--- src/rtl/arcade_keymap_multi.sv ---
// arcade_keymap_multi
//   Shared PS/2 keyboard to arcade control mapper for 1..4 players. It sits
//   between hps_io and the game core. Key toggle events from hps_io update a
//   raw key-state table. Each player lane then applies screen rotation to the
//   directions and stretches coin presses. The result is registered, so a key
//   event appears on btn two clock edges after the toggle changes.
//
//   Optional feature: define ARCADE_KEYMAP_AUTOFIRE_EN to build per-player
//   autofire. Without it, the autofire port is accepted but ignored.
//
// Ports
//   clk_sys   system clock
//   reset     synchronous, active-high reset
//   ps2_key   [10] toggle, [9] pressed, [8] extended (E0), [7:0] scancode
//   rotate    0 none, 1 CW, 2 CCW, 3 180 degrees
//   autofire  per-player autofire enable
//   btn       player p owns btn[8p+7:8p]:
//             {coin, start, fire2, fire, up, down, left, right}
//   btn_test  service/test key

package arcade_keymap_pkg;
  // Raw key slots per player. Fire and start each have two physical keys.
  localparam logic [3:0] K_UP = 4'd0, K_DN = 4'd1, K_LT = 4'd2, K_RT = 4'd3,
                         K_FA = 4'd4, K_FB = 4'd5, K_F2 = 4'd6,
                         K_SA = 4'd7, K_SB = 4'd8, K_CN = 4'd9;
  localparam int NK = 10;
endpackage

// One player lane: raw key table, rotation, coin stretch, optional autofire,
// and the output register.
module arcade_keymap_player
  import arcade_keymap_pkg::*;
#(
  parameter logic [15:0] COIN_MIN  = 16'd50000,
  parameter int unsigned AF_PERIOD = 200000
)(
  input  logic       clk_sys,
  input  logic       reset,
  input  logic       key_wr,
  input  logic [3:0] key_sel,
  input  logic       key_dn,
  input  logic [1:0] rotate,
  input  logic       af_en,
  output logic [7:0] btn
);
  logic [NK-1:0] keys;
  logic          u, d, l, r, fire_raw, fire2, start, coin_raw, fire_nxt;
  logic [3:0]    dir;       // {up, down, left, right} after rotation
  logic          coin_d;
  logic [15:0]   coin_cnt;

  always_ff @(posedge clk_sys) begin
    if (reset)       keys <= '0;
    else if (key_wr) keys[key_sel] <= key_dn;
  end

  assign u        = keys[K_UP];
  assign d        = keys[K_DN];
  assign l        = keys[K_LT];
  assign r        = keys[K_RT];
  assign fire_raw = keys[K_FA] | keys[K_FB];
  assign fire2    = keys[K_F2];
  assign start    = keys[K_SA] | keys[K_SB];
  assign coin_raw = keys[K_CN];

  always_comb begin
    dir = {u, d, l, r};
    case (rotate)
      2'd1:    dir = {l, r, d, u};  // CW: U->right, R->down, D->left, L->up
      2'd2:    dir = {r, l, u, d};  // CCW: U->left, L->down, D->right, R->up
      2'd3:    dir = {d, u, r, l};  // 180
      default: ;
    endcase
  end

`ifdef ARCADE_KEYMAP_AUTOFIRE_EN
  logic        af_act, af_run;
  logic [31:0] af_cnt;

  assign af_act = fire_raw & af_en;

  // The first active cycle forces fire high and loads a full half-period.
  // After that, fire flips each time the phase counter runs out.
  always_comb begin
    fire_nxt = fire_raw;
    if (af_act) begin
      if (!af_run)            fire_nxt = 1'b1;
      else if (af_cnt == '0)  fire_nxt = ~btn[4];
      else                    fire_nxt = btn[4];
    end
  end

  always_ff @(posedge clk_sys) begin
    if (reset) begin
      af_run <= 1'b0;
      af_cnt <= '0;
    end else begin
      af_run <= af_act;
      if (!af_run || af_cnt == '0) af_cnt <= AF_PERIOD - 1;
      else                         af_cnt <= af_cnt - 32'd1;
    end
  end
`else
  logic unused_af;
  assign unused_af = af_en;
  assign fire_nxt  = fire_raw;
`endif

  always_ff @(posedge clk_sys) begin
    if (reset) begin
      btn      <= '0;
      coin_d   <= 1'b0;
      coin_cnt <= '0;
    end else begin
      coin_d <= coin_raw;
      // A fresh press always reloads, even in the middle of a stretch.
      if (coin_raw && !coin_d)  coin_cnt <= COIN_MIN - 16'd1;
      else if (coin_cnt != '0)  coin_cnt <= coin_cnt - 16'd1;
      btn <= {coin_raw | (coin_cnt != '0), start, fire2, fire_nxt, dir};
    end
  end
endmodule

module arcade_keymap_multi
  import arcade_keymap_pkg::*;
#(
  parameter int unsigned PLAYERS   = 2,
  parameter logic [15:0] COIN_MIN  = 16'd50000,
  parameter int unsigned AF_PERIOD = 200000
)(
  input  logic                 clk_sys,
  input  logic                 reset,
  input  logic [10:0]          ps2_key,
  input  logic [1:0]           rotate,
  input  logic [PLAYERS-1:0]   autofire,
  output logic [8*PLAYERS-1:0] btn,
  output logic                 btn_test
);
  // Non-extended arrow-pad codes belong to P4 only in a four-player build.
  // In smaller builds they are a second set of P1 directions.
  localparam logic [1:0] P_NUMPAD = (PLAYERS == 4) ? 2'd3 : 2'd0;

  logic       old_tog, evt;
  logic       hit, hit_test;
  logic [1:0] hit_p;
  logic [3:0] hit_k;
  logic       raw_test;

  assign evt = ps2_key[10] != old_tog;

  always_comb begin
    hit      = 1'b1;
    hit_test = 1'b0;
    hit_p    = 2'd0;
    hit_k    = K_UP;
    case ({ps2_key[8], ps2_key[7:0]})
      // P1
      9'h175: hit_k = K_UP;
      9'h172: hit_k = K_DN;
      9'h16B: hit_k = K_LT;
      9'h174: hit_k = K_RT;
      9'h075: begin hit_p = P_NUMPAD; hit_k = K_UP; end
      9'h072: begin hit_p = P_NUMPAD; hit_k = K_DN; end
      9'h06B: begin hit_p = P_NUMPAD; hit_k = K_LT; end
      9'h074: begin hit_p = P_NUMPAD; hit_k = K_RT; end
      9'h029: hit_k = K_FA;
      9'h014: hit_k = K_FB;
      9'h011: hit_k = K_F2;
      9'h005: hit_k = K_SA;
      9'h016: hit_k = K_SB;
      9'h02E: hit_k = K_CN;
      // P2
      9'h02D: begin hit_p = 2'd1; hit_k = K_UP; end
      9'h02B: begin hit_p = 2'd1; hit_k = K_DN; end
      9'h023: begin hit_p = 2'd1; hit_k = K_LT; end
      9'h034: begin hit_p = 2'd1; hit_k = K_RT; end
      9'h01C: begin hit_p = 2'd1; hit_k = K_FA; end
      9'h01B: begin hit_p = 2'd1; hit_k = K_F2; end
      9'h006: begin hit_p = 2'd1; hit_k = K_SA; end
      9'h01E: begin hit_p = 2'd1; hit_k = K_SB; end
      9'h036: begin hit_p = 2'd1; hit_k = K_CN; end
      // P3
      9'h043: begin hit_p = 2'd2; hit_k = K_UP; end
      9'h042: begin hit_p = 2'd2; hit_k = K_DN; end
      9'h03B: begin hit_p = 2'd2; hit_k = K_LT; end
      9'h04B: begin hit_p = 2'd2; hit_k = K_RT; end
      9'h114: begin hit_p = 2'd2; hit_k = K_FA; end
      9'h111: begin hit_p = 2'd2; hit_k = K_F2; end
      9'h026: begin hit_p = 2'd2; hit_k = K_SA; end
      9'h03D: begin hit_p = 2'd2; hit_k = K_CN; end
      // P4 (directions share the numpad codes above)
      9'h070: begin hit_p = 2'd3; hit_k = K_FA; end
      9'h071: begin hit_p = 2'd3; hit_k = K_F2; end
      9'h025: begin hit_p = 2'd3; hit_k = K_SA; end
      9'h03E: begin hit_p = 2'd3; hit_k = K_CN; end
      9'h02C: begin hit = 1'b0; hit_test = 1'b1; end
      default: hit = 1'b0;
    endcase
  end

  // old_tog follows the toggle through reset, so the first cycle after
  // reset never sees a stale event.
  always_ff @(posedge clk_sys) begin
    old_tog <= ps2_key[10];
    if (reset) begin
      raw_test <= 1'b0;
      btn_test <= 1'b0;
    end else begin
      if (evt && hit_test) raw_test <= ps2_key[9];
      btn_test <= raw_test;
    end
  end

  // Codes for players at or above PLAYERS have no lane, so they are dropped.
  for (genvar p = 0; p < PLAYERS; p++) begin : g_pl
    arcade_keymap_player #(
      .COIN_MIN (COIN_MIN),
      .AF_PERIOD(AF_PERIOD)
    ) u_pl (
      .clk_sys(clk_sys),
      .reset  (reset),
      .key_wr (evt && hit && (hit_p == 2'(p))),
      .key_sel(hit_k),
      .key_dn (ps2_key[9]),
      .rotate (rotate),
      .af_en  (autofire[p]),
      .btn    (btn[8*p +: 8])
    );
  end
endmodule

--- config.mk ---
export PLATFORM = sky130hd
export DESIGN_NAME = arcade_keymap_multi
export DESIGN_NICKNAME = d
export VERILOG_FILES = /design/src/rtl/arcade_keymap_multi.sv
export SDC_FILE = /design/constraint.sdc
export NUM_CORES = 1
export LEC_CHECK = 0
export ABC_AREA = 0
export BUFFER_PORTS_ARGS = -buffer_cell sky130_fd_sc_hd__buf_4
export CAP_MARGIN = 5
export CORE_MARGIN = 3
export CORE_UTILIZATION = 31
export CTS_CLUSTER_DIAMETER = 30
export DETAILED_ROUTE_END_ITERATION = 16
export GPL_TIMING_DRIVEN = 0
export HOLD_SLACK_MARGIN = 0.05
export PLACE_DENSITY = 0.49
export REMOVE_ABC_BUFFERS = 1
export SETUP_SLACK_MARGIN = 0.15
export SYNTH_ARGS = -nofsm -noshare
export SYNTH_HDL_FRONTEND = slang
export SYNTH_HIERARCHICAL = 1
export SYNTH_SLANG_ARGS = --single-unit
--- constraint.sdc ---
create_clock -name clk_sys -period 2.9 [get_ports clk_sys]
set_input_delay 0.435 -clock clk_sys [delete_from_list [all_inputs] [get_ports clk_sys]]
set_output_delay 0.435 -clock clk_sys [all_outputs]
set_load 0.01 [all_outputs]
==> impl_results.md <==
- CP arrival: 2.75 ns
- Root buffer cell: clkbuf_16
- Via count: 3,516
- Clock Path Buffers: 2
- GRT Overall Usage: 13.4%
- Post-synthesis register bit count: 73
- F_max: 391 MHz
- Vias per cell: 5.23
- Area of the multi-input gates: 2510 sq um
- Most used flip-flop cell after synthesis: dfxtp_1
- Hold_buf cts: 0
- Area after DPL: 4400 sq um
- Die Wd: 121 um
- Critical path class: input port to flip-flop
- Antenna Nets Post-Route: 0
- # port buffers: 31
- HPWL reported at the end of detailed placement: 6.25 mm
- Final Max Slew Viols: 0
- Fin crit period: 2.56 ns
- Core area: 12,700 sq um
- RSZ-0062 raised after global routing: yes
- Peak supply drop: 380 uV
- Total power: 4.24 mW
- Worst skew pair latency: 0.32 ns
- Status: finished clean
- Max Cap Viol: 0
- Final period util: 88.2%
- Final TNS setup: 0 ns
- First-pass GRT wire length: 16.3 mm
- Die ar.: 14,600 sq um
- Number of enable flip-flop cells after synthesis: 0
- Area Overhead vs Synth: 17.4%
- Vias in the first global route: 3,380
- I/O pins: 34
- Initial DRC Count: 164
- Synth area leaders: dfxtp_1 36%, mux2i_1 5.4%, nor2_1 5.2%, mux4_2 4.4%, nor2b_1 3.7%
- Clock Sinks: 73
- CTS tree: yes
- Count of final setup violators: 0
- Pin count of the biggest net entering global routing: 65
- Share of the synthesized area in the top cell type: 35.8%
- Rel. slew slack: 40.3%
- Critical path peak fanout: 8
- Worst EP required: 3.09 ns
- H-tree levels: 3
- Synth warn: 6
- Die Y: 121 um
- ANT cells: 0
- Nets: 514
- DRT Pass-1 Iters: 4
- CTS clk-pin slew, worst paths: 0.06 ns
- Setup crit start kind: input port
- # rows: 41
- Most numerous cell in the Yosys netlist: dfxtp_1
- Final hold violations: 0
- Drt wl/cell: 14.0 um
- GP Congestion: 0.883
- Cells after synthesis: 473
- Worst hold path class: input port to flip-flop
- Worst slew pin tran: 0.887 ns
- Sequential area share after synthesis: 35.8%
- Design area: 4790 sq um
- Initial Util: 32.1%
- PwrDens: 886 nW/um^2
- Pleak: 1.76 nW
- CTS Buf Count: 9
- Distinct cells, synth: 66
- Fraction of registers with async set/reset: 0%
- Sequential Area: 1460 sq um
- Initial antenna violation count: 0
- Fillcell total: 1,345
- CP Capture Type: flip-flop
- Gr ovfl total: 0
- Area leader, netlist: dfxtp_1
- Drt total wl: 9.41 mm
- Post-synth top cells: 73 x dfxtp_1, 56 x nor2_1, 32 x nand2_1
- # DRC: 0
- Share of cells above drive strength 1: 17.2%
- Mapped cell area: 4080 sq um
- Worst Skew: 0.00362 ns
- Synth Area per Inst: 8.63 sq um
## state kept, by name (all words and copies together), names as in the netlist
name / flops
g_pl.u_pl/coin_d: 2
raw_test: 1
g_pl.u_pl/keys: 20
g_pl.u_pl/coin_cnt: 32
g_pl.u_pl/btn: 16
old_tog: 1
btn_test: 1
## per-stage QoR
step	setup WS, ns	hold WS (ns)	instances	utilization (%)
after floorplan	0.141	0.428	448	-
after global placement	-0.869	0.445	651	34.5
after detailed placement	-0.415	0.453	653	34.6
after CTS	0.126	0.216	672	37.3
after global routing	0.147	0.212	672	37.6
final	0.341	0.229	672	37.6
## critical path, stage by stage
cell and delay, ns:
buf_4 0.15, nor3_2 0.27, nand3b_1 0.26, o31ai_1 0.82
buf_4 0.28, nor3b_1 0.27, mux2i_1 0.21, nor2_1 0.05
## logic make-up (layout without fill, tap and decap cells)
logic type | count (synthesis) | in the layout | share of synthesized area (%)
buffers and inverters | 35 | 62 | 4.32
muxes | 30 | 30 | 9.81
xor gates and xnor gates | 4 | 4 | 0.859
adders and majority gates | 2 | 2 | 0.613
AOI/OAI and AO/OA | 85 | 85 | 13.5
DFF | 73 | 73 | 35.8
and+or+nand+nor | 244 | 244 | 35.1
## layout make-up
| class | instances | area share (%) |
|---|---|---|
| Sequential cell | 73 | 30.5 |
| Inverter | 10 | 0.784 |
| Timing Repair Buffer | 36 | 5.59 |
| Clock buffer | 11 | 5.07 |
| Clock inverter | 5 | 1.15 |
| Multi-Input combinational cell | 365 | 52.4 |
| Tap cell | 172 | 4.49 |
## where the power goes
part           switching (mW)  total [mW]  internal (mW)
clock network           0.408        1.09          0.686
logic                   0.953        1.69          0.736
registers               0.251        1.46           1.21
## worst paths after layout
kind,startpoint,endpoint,slack [ns],cells past startpoint
max reg2reg,g_pl[1].u_pl/coin_cnt[0],g_pl[1].u_pl/coin_cnt[3],0.63,6
min reg2reg,g_pl[0].u_pl/keys[4],g_pl[0].u_pl/keys[4],0.46,2
max,ps2_key[8],g_pl[1].u_pl/keys[9],0.34,8
min,ps2_key[10],old_tog,0.23,1
## layout by cell type (no fill, tap or decap), types with 12 or more instances in the layout
master,count
dfxtp_1,73
nor2_1,56
buf_4,35
nand2_1,32
nor3_1,29
a21oi_1,26
nor2b_1,22
mux2i_1,22
nand3_1,16
o21ai_0,14
a31oi_1,12
## timing repair
item | 4_1_cts | 5_1_grt
buffers inserted | 3 | 0
pin swaps | 1 | 0
cloned | 0 | 0
gates resized for setup | 3 | 8
setup endpoints to repair | 13 | 16
## routing by layer
| metal | track usage, % | vias up | routed length (um) |
|---|---|---|---|
| li1 | - | 1802 | - |
| met1 | 18.3 | 1633 | 4700 |
| met2 | 21.3 | 74 | 4250 |
| met3 | 2.95 | 7 | 345 |
| met4 | 3.61 | 0 | 112 |
| met5 | 0 | - | 0 |
Note: power is estimated with default switching activity, not from simulation.
